===== src/rtl/mc_ctrl_fsm_pkg.sv =====
// Shared definitions for the multi-cycle MIPS-subset control unit: opcodes,
// state encodings, mux select codes and the control vector.
package mc_defs;

    localparam logic [5:0] OP_RTYPE = 6'h00;
    localparam logic [5:0] OP_J     = 6'h02;
    localparam logic [5:0] OP_JAL   = 6'h03;
    localparam logic [5:0] OP_BEQ   = 6'h04;
    localparam logic [5:0] OP_ORI   = 6'h0d;
    localparam logic [5:0] OP_LUI   = 6'h0f;
    localparam logic [5:0] OP_LW    = 6'h23;
    localparam logic [5:0] OP_SW    = 6'h2b;

    localparam logic [5:0] FN_SLL   = 6'h00;
    localparam logic [5:0] FN_JR    = 6'h08;
    localparam logic [5:0] FN_ADD   = 6'h20;
    localparam logic [5:0] FN_ADDU  = 6'h21;
    localparam logic [5:0] FN_SUB   = 6'h22;

    typedef enum logic [3:0] {
        ST_IDLE     = 4'd0,
        ST_FETCH    = 4'd1,
        ST_DECODE   = 4'd2,
        ST_EXE_R    = 4'd3,
        ST_EXE_I    = 4'd4,
        ST_MEM_ADDR = 4'd5,
        ST_MEM_RD   = 4'd6,
        ST_MEM_WR   = 4'd7,
        ST_WB_R     = 4'd8,
        ST_WB_I     = 4'd9,
        ST_WB_MEM   = 4'd10,
        ST_BRANCH   = 4'd11,
        ST_JUMP     = 4'd12,
        ST_WB_LUI   = 4'd13
    } state_e;

    localparam logic [2:0] NPC_PC4 = 3'b000;
    localparam logic [2:0] NPC_BR  = 3'b001;
    localparam logic [2:0] NPC_J   = 3'b010;
    localparam logic [2:0] NPC_JR  = 3'b110;

    localparam logic [1:0] ALU_ADD = 2'b00;
    localparam logic [1:0] ALU_SUB = 2'b01;
    localparam logic [1:0] ALU_OR  = 2'b10;

    localparam logic [1:0] RD_RT = 2'b00;
    localparam logic [1:0] RD_RD = 2'b01;
    localparam logic [1:0] RD_RA = 2'b10;

    localparam logic [1:0] M2R_ALU = 2'b00;
    localparam logic [1:0] M2R_MDR = 2'b01;
    localparam logic [1:0] M2R_PC  = 2'b10;
    localparam logic [1:0] M2R_LUI = 2'b11;

    typedef struct packed {
        logic       mem_req;
        logic       mem_we;
        logic       iord;
        logic       ir_we;
        logic       pc_we;
        logic [2:0] npc_sel;
        logic       reg_we;
        logic [1:0] reg_dst;
        logic [1:0] mem_to_reg;
        logic       alu_src;
        logic       ext_op;
        logic [1:0] alu_ctr;
    } ctrl_t;

    // Instruction dispatch out of DECODE; nop (sll) and unknown encodings retire at once.
    function automatic state_e dispatch(input logic [5:0] op, input logic [5:0] funct);
        case (op)
            OP_RTYPE: begin
                case (funct)
                    FN_ADD, FN_ADDU, FN_SUB: return ST_EXE_R;
                    FN_JR:                   return ST_JUMP;
                    FN_SLL:                  return ST_FETCH;
                    default:                 return ST_FETCH;
                endcase
            end
            OP_ORI:        return ST_EXE_I;
            OP_LW, OP_SW:  return ST_MEM_ADDR;
            OP_BEQ:        return ST_BRANCH;
            OP_LUI:        return ST_WB_LUI;
            OP_J, OP_JAL:  return ST_JUMP;
            default:       return ST_FETCH;
        endcase
    endfunction

endpackage


===== src/rtl/mc_ctrl_fsm_out_decode.sv =====
// Moore output decode: control vector from the current state and the IR fields,
// with pc_we/ir_we qualified by mem_ready (fetch) and zero (branch).
module mc_out_decode
    import mc_defs::*;
(
    input  state_e     state_i,
    input  logic [5:0] op_i,
    input  logic [5:0] funct_i,
    input  logic       mem_ready_i,
    input  logic       zero_i,
    output ctrl_t      ctrl_o
);

    // NOTE: the whole vector gets a default before the case so no output can infer a latch.
    always_comb begin
        ctrl_o = '0;
        case (state_i)
            ST_FETCH: begin
                ctrl_o.mem_req = 1'b1;
                ctrl_o.iord    = 1'b0;
                ctrl_o.npc_sel = NPC_PC4;
                if (mem_ready_i) begin
                    ctrl_o.ir_we = 1'b1;
                    ctrl_o.pc_we = 1'b1;
                end
            end
            ST_EXE_R: begin
                ctrl_o.alu_src = 1'b0;
                ctrl_o.alu_ctr = (funct_i == FN_SUB) ? ALU_SUB : ALU_ADD;
            end
            ST_WB_R: begin
                ctrl_o.reg_we     = 1'b1;
                ctrl_o.reg_dst    = RD_RD;
                ctrl_o.mem_to_reg = M2R_ALU;
            end
            ST_EXE_I: begin
                ctrl_o.alu_src = 1'b1;
                ctrl_o.ext_op  = 1'b0;
                ctrl_o.alu_ctr = ALU_OR;
            end
            ST_WB_I: begin
                ctrl_o.reg_we     = 1'b1;
                ctrl_o.reg_dst    = RD_RT;
                ctrl_o.mem_to_reg = M2R_ALU;
            end
            ST_MEM_ADDR: begin
                ctrl_o.alu_src = 1'b1;
                ctrl_o.ext_op  = 1'b1;
                ctrl_o.alu_ctr = ALU_ADD;
            end
            ST_MEM_RD: begin
                ctrl_o.mem_req = 1'b1;
                ctrl_o.iord    = 1'b1;
            end
            ST_MEM_WR: begin
                ctrl_o.mem_req = 1'b1;
                ctrl_o.iord    = 1'b1;
                ctrl_o.mem_we  = 1'b1;
            end
            ST_WB_MEM: begin
                ctrl_o.reg_we     = 1'b1;
                ctrl_o.reg_dst    = RD_RT;
                ctrl_o.mem_to_reg = M2R_MDR;
            end
            ST_BRANCH: begin
                ctrl_o.alu_src = 1'b0;
                ctrl_o.alu_ctr = ALU_SUB;
                ctrl_o.npc_sel = NPC_BR;
                ctrl_o.pc_we   = zero_i;
            end
            ST_JUMP: begin
                ctrl_o.pc_we = 1'b1;
                if (op_i == OP_RTYPE && funct_i == FN_JR) begin
                    ctrl_o.npc_sel = NPC_JR;
                end else begin
                    ctrl_o.npc_sel = NPC_J;
                end
                if (op_i == OP_JAL) begin
                    ctrl_o.reg_we     = 1'b1;
                    ctrl_o.reg_dst    = RD_RA;
                    ctrl_o.mem_to_reg = M2R_PC;
                end
            end
            ST_WB_LUI: begin
                ctrl_o.reg_we     = 1'b1;
                ctrl_o.reg_dst    = RD_RT;
                ctrl_o.mem_to_reg = M2R_LUI;
            end
            default: ctrl_o = '0;
        endcase
    end

endmodule


===== src/rtl/mc_ctrl_fsm.sv =====
// Multi-cycle control unit: state register, next-state logic and retired-instruction
// counter. Outputs decode straight from the state register, so reset drops them at once.
module mc_ctrl_fsm
    import mc_defs::*;
#(
    parameter int CNT_W = 32
) (
    input  logic             clk,
    input  logic             rst_n,
    input  logic [5:0]       op,
    input  logic [5:0]       funct,
    input  logic             zero,
    input  logic             mem_ready,
    output logic             mem_req,
    output logic             mem_we,
    output logic             iord,
    output logic             ir_we,
    output logic             pc_we,
    output logic [2:0]       npc_sel,
    output logic             reg_we,
    output logic [1:0]       reg_dst,
    output logic [1:0]       mem_to_reg,
    output logic             alu_src,
    output logic             ext_op,
    output logic [1:0]       alu_ctr,
    output logic [3:0]       state,
    output logic [CNT_W-1:0] retired
);

    state_e           state_q, state_d;
    logic [CNT_W-1:0] retired_q;
    logic             retire;
    ctrl_t            ctrl;

    always_comb begin
        state_d = state_q;
        case (state_q)
            ST_IDLE:     state_d = ST_FETCH;
            ST_FETCH:    if (mem_ready) state_d = ST_DECODE;
            ST_DECODE:   state_d = dispatch(op, funct);
            ST_EXE_R:    state_d = ST_WB_R;
            ST_EXE_I:    state_d = ST_WB_I;
            ST_MEM_ADDR: state_d = (op == OP_LW) ? ST_MEM_RD : ST_MEM_WR;
            ST_MEM_RD:   if (mem_ready) state_d = ST_WB_MEM;
            ST_MEM_WR:   if (mem_ready) state_d = ST_FETCH;
            ST_WB_R, ST_WB_I, ST_WB_MEM,
            ST_BRANCH, ST_JUMP, ST_WB_LUI: state_d = ST_FETCH;
            default:     state_d = ST_FETCH;
        endcase
    end

    // A fetch stall is a self-loop, not a retirement; only arrivals from other states count.
    assign retire = (state_d == ST_FETCH) && (state_q != ST_IDLE) && (state_q != ST_FETCH);

    // NOTE: sequential state uses non-blocking assignments so every register samples pre-edge values.
    always_ff @(posedge clk or negedge rst_n) begin
        if (!rst_n) begin
            state_q   <= ST_IDLE;
            retired_q <= '0;
        end else begin
            state_q <= state_d;
            if (retire) retired_q <= retired_q + CNT_W'(1);
        end
    end

    mc_out_decode u_out_decode (
        .state_i     (state_q),
        .op_i        (op),
        .funct_i     (funct),
        .mem_ready_i (mem_ready),
        .zero_i      (zero),
        .ctrl_o      (ctrl)
    );

    assign mem_req    = ctrl.mem_req;
    assign mem_we     = ctrl.mem_we;
    assign iord       = ctrl.iord;
    assign ir_we      = ctrl.ir_we;
    assign pc_we      = ctrl.pc_we;
    assign npc_sel    = ctrl.npc_sel;
    assign reg_we     = ctrl.reg_we;
    assign reg_dst    = ctrl.reg_dst;
    assign mem_to_reg = ctrl.mem_to_reg;
    assign alu_src    = ctrl.alu_src;
    assign ext_op     = ctrl.ext_op;
    assign alu_ctr    = ctrl.alu_ctr;
    assign state      = state_q;
    assign retired    = retired_q;

endmodule

===== config.mk =====
export PLATFORM = sky130hd
export DESIGN_NAME = mc_ctrl_fsm
export DESIGN_NICKNAME = d
export VERILOG_FILES = /design/src/rtl/mc_ctrl_fsm_pkg.sv /design/src/rtl/mc_ctrl_fsm_out_decode.sv /design/src/rtl/mc_ctrl_fsm.sv
export SDC_FILE = /design/constraint.sdc
export NUM_CORES = 1
export LEC_CHECK = 0
export BUFFER_PORTS_ARGS = -buffer_cell sky130_fd_sc_hd__buf_2
export CORE_ASPECT_RATIO = 1.25
export CORE_UTILIZATION = 30
export CTS_CLUSTER_DIAMETER = 50
export DETAILED_ROUTE_END_ITERATION = 8
export HOLD_SLACK_MARGIN = 0.15
export PLACE_DENSITY_LB_ADDON = 0.1
export SYNTH_ARGS = -nofsm -noshare
export SYNTH_HDL_FRONTEND = slang
export SYNTH_HIERARCHICAL = 1
export SYNTH_SLANG_ARGS = --single-unit

===== constraint.sdc =====
create_clock -name clk -period 2.3 [get_ports clk]
set_input_delay 0.115 -clock clk [delete_from_list [all_inputs] [get_ports clk]]
set_output_delay 0.115 -clock clk [all_outputs]
set_load 0.05 [all_outputs]

Word level (Yosys, flattened, before mapping)
Cells that the tools add are included.
{ "classes": {"n_eq_ne": 26, "mux": 20, "n_addsub": 1, "reduce_logical": 11} }
{ "ops": {"columns": ["op", "count"], "rows": [
  ["$add A32 B1 Y32 const B", 1],
  ["$eq A6 B6 Y1 const B", 5],
  ["$pmux W4 S7", 1],
  ["$pmux W5 S5", 1],
  ["$eq A4 B4 Y1 const B", 6],
  ["$pmux W4 S6", 1],
  ["$eq A6 B4 Y1 const B", 3],
  ["$eq A4 B3 Y1 const B", 4],
  ["$eq A6 B2 Y1 const B", 2],
  ["$mux W4", 3],
  ["$pmux W4 S3", 1],
  ["$eq A4 B1 Y1 const B", 2],
  ["$eq A4 B2 Y1 const B", 2],
  ["$mux W1", 8],
  ["$pmux W4 S2", 1],
  ["$reduce_or A2 Y1", 4],
  ["$eq A6 B3 Y1 const B", 1],
  ["$logic_not A6 Y1", 1],
  ["$pmux W2 S3", 1],
  ["$reduce_or A3 Y1", 2],
  ["$mux W5", 1],
  ["$ne A4 B1 Y1 const B", 1],
  ["$reduce_bool A4 Y1", 1],
  ["$logic_and A1 B1 Y1", 3],
  ["other kinds (2)", 2]
]} }
{ "totals": {"out_inout_bits": 53, "regBits": 36, "in_bits": 16} }

Depth between registers and ports, before layout
{ "depth": {"ltp_word": 8, "ltp_mapped": 9} }

Hierarchy
The synthesis kept the hierarchy.
{ "modules_own_cells": {"columns": ["mod", "n_inst", "area_per_inst_um2", "cells_each"], "rows": [
  ["mc_ctrl_fsm", 1, 2094.5, 215],
  ["mc_out_decode", 1, 284.0, 39]
]} }

Worst setup path after synthesis
No wires, ideal clock.
{ "synth_timing": {"path_type": "register -> output", "from": "register state_q[3], in the netlist state[3]", "to": "output port reg_dst[0]", "n_path_buf": 1, "setup_slack_ns": -0.450, "path_stages_with_launch": 3, "required_ns": 2.185, "t_arrival_ns": 2.635, "path_cell_list": "dfrtp_1 > buf_2 > nor4b_1"} }
{ "synth_between": {"elab_chain_cells": 2, "elab_cells_between_ends": 6, "cone_classes": "eq/ne: 5; mux: 1"} }
{ "synth_lines": {"columns": ["item", "line_no", "source"], "rows": [
  ["from (decl)", "mc_ctrl_fsm.sv:30", "state_e state_q, state_d;"],
  ["from (signal assigned)", "mc_ctrl_fsm.sv:61", "state_q <= state_d;"],
  ["$eq A4 B4 Y1", "mc_ctrl_fsm_out_decode.sv:17", "case (state_i)"],
  ["$pmux W5 S5 (*)", "mc_ctrl_fsm_out_decode.sv:17", null],
  ["to (decl)", "mc_ctrl_fsm.sv:21", "output logic [1:0] reg_dst,"]
]} }
Mark *: on every way between the ends. The rest lies on a longest branch, timed or not.

Worst setup path in the final report
{ "layout_timing": {"from": "register state_q[2], in the netlist state[2]", "to": "register retired_q[1], in the netlist retired[1]"} }
{ "layout_between": {"elab_chain_cells": 5, "elab_cells_between_ends": 16, "cone_classes": "eq/ne: 9; mux: 4; reduce/logical: 3"} }
{ "layout_lines": {"columns": ["item", "line_no", "source"], "rows": [
  ["$eq A4 B3 Y1, or another cell as far along", "mc_ctrl_fsm.sv:37", "case (state_q)"],
  ["$pmux W4 S7", "mc_ctrl_fsm.sv:37", null],
  ["$eq A4 B1 Y1", "mc_ctrl_fsm.sv:53", "assign retire = (state_d == ST_FETCH) && (state_q != ST_IDLE) && (state_q != ST_FETCH);"],
  ["$logic_and A1 B1 Y1", "mc_ctrl_fsm.sv:53", null],
  ["$logic_and A1 B1 Y1 (*)", "mc_ctrl_fsm.sv:53", null],
  ["to (signal assigned)", "mc_ctrl_fsm.sv:62", "if (retire) retired_q <= retired_q + CNT_W'(1);"],
  ["to (decl)", "mc_ctrl_fsm.sv:31", "logic [CNT_W-1:0] retired_q;"]
]} }
Marked as above.
A chain may end at the register's enable or synchronous reset.

==> flow_summary.ini <==
[synth]
postSynthNetCount = 271
synthTopCellsByArea = sky130_fd_sc_hd__dfrtp_1 38%, sky130_fd_sc_hd__xor2_1 6.6%, sky130_fd_sc_hd__xnor2_1 4.8%, sky130_fd_sc_hd__nor4_1 4.5%, sky130_fd_sc_hd__nand2_1 3.2%
synth.yosys.seq_area_share_pct = 37.9
synth_largest_type_area_fraction_pct = 37.9
post_synth_inst_count = 254
ys_types = 58
synth_top_area_cell = sky130_fd_sc_hd__dfrtp_1
yosys_warnings = 6
synth_flop_cell = sky130_fd_sc_hd__dfrtp_1
avgSynthCellArea_um2 = 9.36
mappedNetlistArea_um2 = 2380
synth_edf_count = 0
async_s_r_ff_share_synth_pct = 100
yosys_register_bits = 36

[critical_path]
startpoint_type = flop
reg2reg_depth = 6
critical_path_peak_fanout = 6
timing.reg2reg.setup_slack_ns = 0.16
critical_path.slowest_cell = sky130_fd_sc_hd__or4b_4
crit_path_end_kind = flop
slowest_delay_ns = 0.57
critical_path_cell_sequence = or4b_4, nor2_4, o21a_1, and2_1, or3b_4, mux2_4
critical_path.reg2reg.endpoint = retired[1]
timing.critical_path.arrival_ns = 2.32
path_class = flop to flop
cp.required_ns = 2.47
reg2reg_from = state[2]

[detailed_routing]
routed.top_layer = met4
detail_route.wirelength_um = 5970
detail_route.drc_violations = 0
drt-pass1-iter-count = 6
met3_length_um = 265
postRouteAntennaNets = 0
vias_per_cell = 5.14
wl_met1_um = 2730
first_iter_violations = 82
wl_per_cell_um = 14.1
routed-wl-met2_um = 2930
route.vias.total = 2179

[clock_tree]
cts-htree-levels = 2
tritoncts_num_sinks = 36
cts_tree = yes
worst_setup_hold_path_clk_slew_ns = 0.08
root_driver = sky130_fd_sc_hd__clkbuf_8
insertion_delay_ns = 0.28
cts_inserted_buffers = 5
max-clock-path-buffers = 2

[floorplanning]
placeableCoreArea_um2 = 7530
die_height_um = 102
die_footprint_um2 = 8290
placementRows = 35
floorplan.die.width_um = 81.6
floorplan.io_pins = 69
start_util_pct = 31.6

[job]
timing.max_cap.violations = 0

[global_routing]
number_of_global_route_vias_before_repair = 2112
maximum_number_of_pins_on_one_net_before_global_route_repair = 37
overflow = 0
grt_antenna_before_repair = 0
grt_pass1_wl_um = 9970
grt_use_total_pct = 15.5

[run_status]
outcome = complete, no violations

[sta]
slew-limit-headroom_pct = 45.5
grt_setup_unrepaired = false
timing.fmax_ghz = 0.467
tightest_slew_ns = 0.817
maxSlewViolCount = 0
timing.final.crit_period_ns = 2.14
final-setup-viol-count = 0
hold_violations = 0
finClkSkew_ns = 0.00848
layout_worst_path_cycle_share_pct = 93.2

[cells_and_area]
antenna_cells_inserted = 0
drive_gt1_share_pct = 35.5
layout.area.seq_um2 = 911
area_of_combinational_cells_with_multiple_inputs_um2 = 1370
area_delta_synth_final_pct = 28.7
num-fill-cells = 787
nNetsFinal = 348
design_area_um2 = 3060
postLayoutCoreUtil_pct = 40.6

[place]
place.gp.congestion = 0.783
dp_hpwl_um = 4370
port-buffer-count = 68
placement.cell_area_um2 = 2920

[pwr]
max-vdd-ir-drop_mv = 0.356
power_per_cell_area_nw_per_um2 = 850
cellLeakagePower_nw = 1.52

[worst_hold_path]
min_to = state[2]
hold_start = mem_ready
min_delay_path_depth = 4
timing.hold.worst.class = input port to flop
stage by stage:
step	cells	total power, mW	TNS, ns	setup slack (ns)	hold slack [ns]
after global routing	424	2.75	0	0.0266	0.330
after detailed placement	415	2.01	0	0.0830	0.274
final	424	2.60	0	0.157	0.285
after global placement	415	2.01	0	0.133	0.275
after floorplan	254	1.72	-0.0527	-0.0327	-0.181
after CTS	424	2.64	0	0.0709	0.293
critical path: cells and delay by family, from the launching register on:
family,cells,cell delay [ns]
AO/OA/AOI/OAI,1,0.19
flip-flops,1,0.45
multiplexers,1,0.29
AND/OR/NAND/NOR,4,1.12
registers in the layout, indices dropped and copies added, names as in the netlist:
signal,cells
retired,32
state,4
cell usage in the layout (no fill, tap or decap), types with 4 or more instances in the layout:
cell / instances
sky130_fd_sc_hd__and2_1: 4
sky130_fd_sc_hd__buf_4: 16
sky130_fd_sc_hd__nand3_1: 9
sky130_fd_sc_hd__nor2_1: 12
sky130_fd_sc_hd__xor2_1: 18
sky130_fd_sc_hd__xnor2_1: 13
sky130_fd_sc_hd__dfrtp_1: 28
sky130_fd_sc_hd__dfrtp_2: 8
sky130_fd_sc_hd__clkbuf_8: 7
sky130_fd_sc_hd__nand4_1: 11
sky130_fd_sc_hd__nor4_1: 17
sky130_fd_sc_hd__inv_1: 11
sky130_fd_sc_hd__buf_2: 68
sky130_fd_sc_hd__nor3_1: 10
sky130_fd_sc_hd__nand2_1: 20
sky130_fd_sc_hd__a21oi_1: 6
sky130_fd_sc_hd__o21ai_0: 8
sky130_fd_sc_hd__nor4b_1: 5
sky130_fd_sc_hd__and4_1: 4
worst max path at each step:
| stage | endpoint | from | slack, ns | depth (start not counted) |
|---|---|---|---|---|
| after global placement | retired[1] | state[2] | 0.13 | 6 |
| after CTS | retired[1] | state[2] | 0.07 | 6 |
| after detailed placement | retired[1] | state[2] | 0.08 | 6 |
| after floorplan | retired[27] | state[2] | -0.03 | 6 |
| final | retired[1] | state[2] | 0.16 | 6 |
| after global routing | retired[30] | state[0] | 0.03 | 7 |
metal layers:
layer | global-route usage (%) | vias to the layer above
met4 | 4.59 | 0
met2 | 26.4 | 54
li1 | - | 1086
met5 | 0 | -
met1 | 19.7 | 1035
met3 | 2.79 | 4
synth_stat cells (all sizes together) (3+ instances only):
master  instances
dfrtp          36
nand2          20
xor2           18
nor4           17
nor2           13
xnor2          13
buf            12
inv            12
nand4          11
nor3           10
nand3           9
o21ai           8
nor4b           7
a21oi           6
and2            4
and4            4
clkbuf          4
or4b            4
a31oi           3
nand4b          3
nor2b           3
power breakdown:
part / leakage [nW] / internal (mW) / total (mW) / switching [mW]
combinational: 0.994 / 0.396 / 1.20 / 0.806
sequential: 0.459 / 0.707 / 0.791 / 0.0839
clock: 0.0645 / 0.383 / 0.610 / 0.227
layout make-up:
type | count | area share [%]
multi-input combinational | 190 | 44.8
sequential | 36 | 29.8
timing repair buffer | 86 | 16.0
tap | 92 | 3.76
clock buffer | 7 | 3.15
inverter | 12 | 1.47
clock inverter | 1 | 0.981
kinds of logic after synthesis:
kind of cell | after synthesis | synth area share [%]
AOI/OAI and AO/OA | 34 | 11.2
xor gates and xnor gates | 31 | 11.4
adders and majority gates | 1 | 0.526
buffers and inverters | 28 | 5.52
DFF | 36 | 37.9
muxes | 2 | 0.947
and+or+nand+nor | 122 | 32.5
what timing repair did:
action	in CTS	in global routing
endpoints found under the setup margin	0	1
gates resized for setup	0	1
setup buffers	0	0
hold buffers	1	0
hold endpoints to repair	36	0
Power figures use the tool's default switching activity.
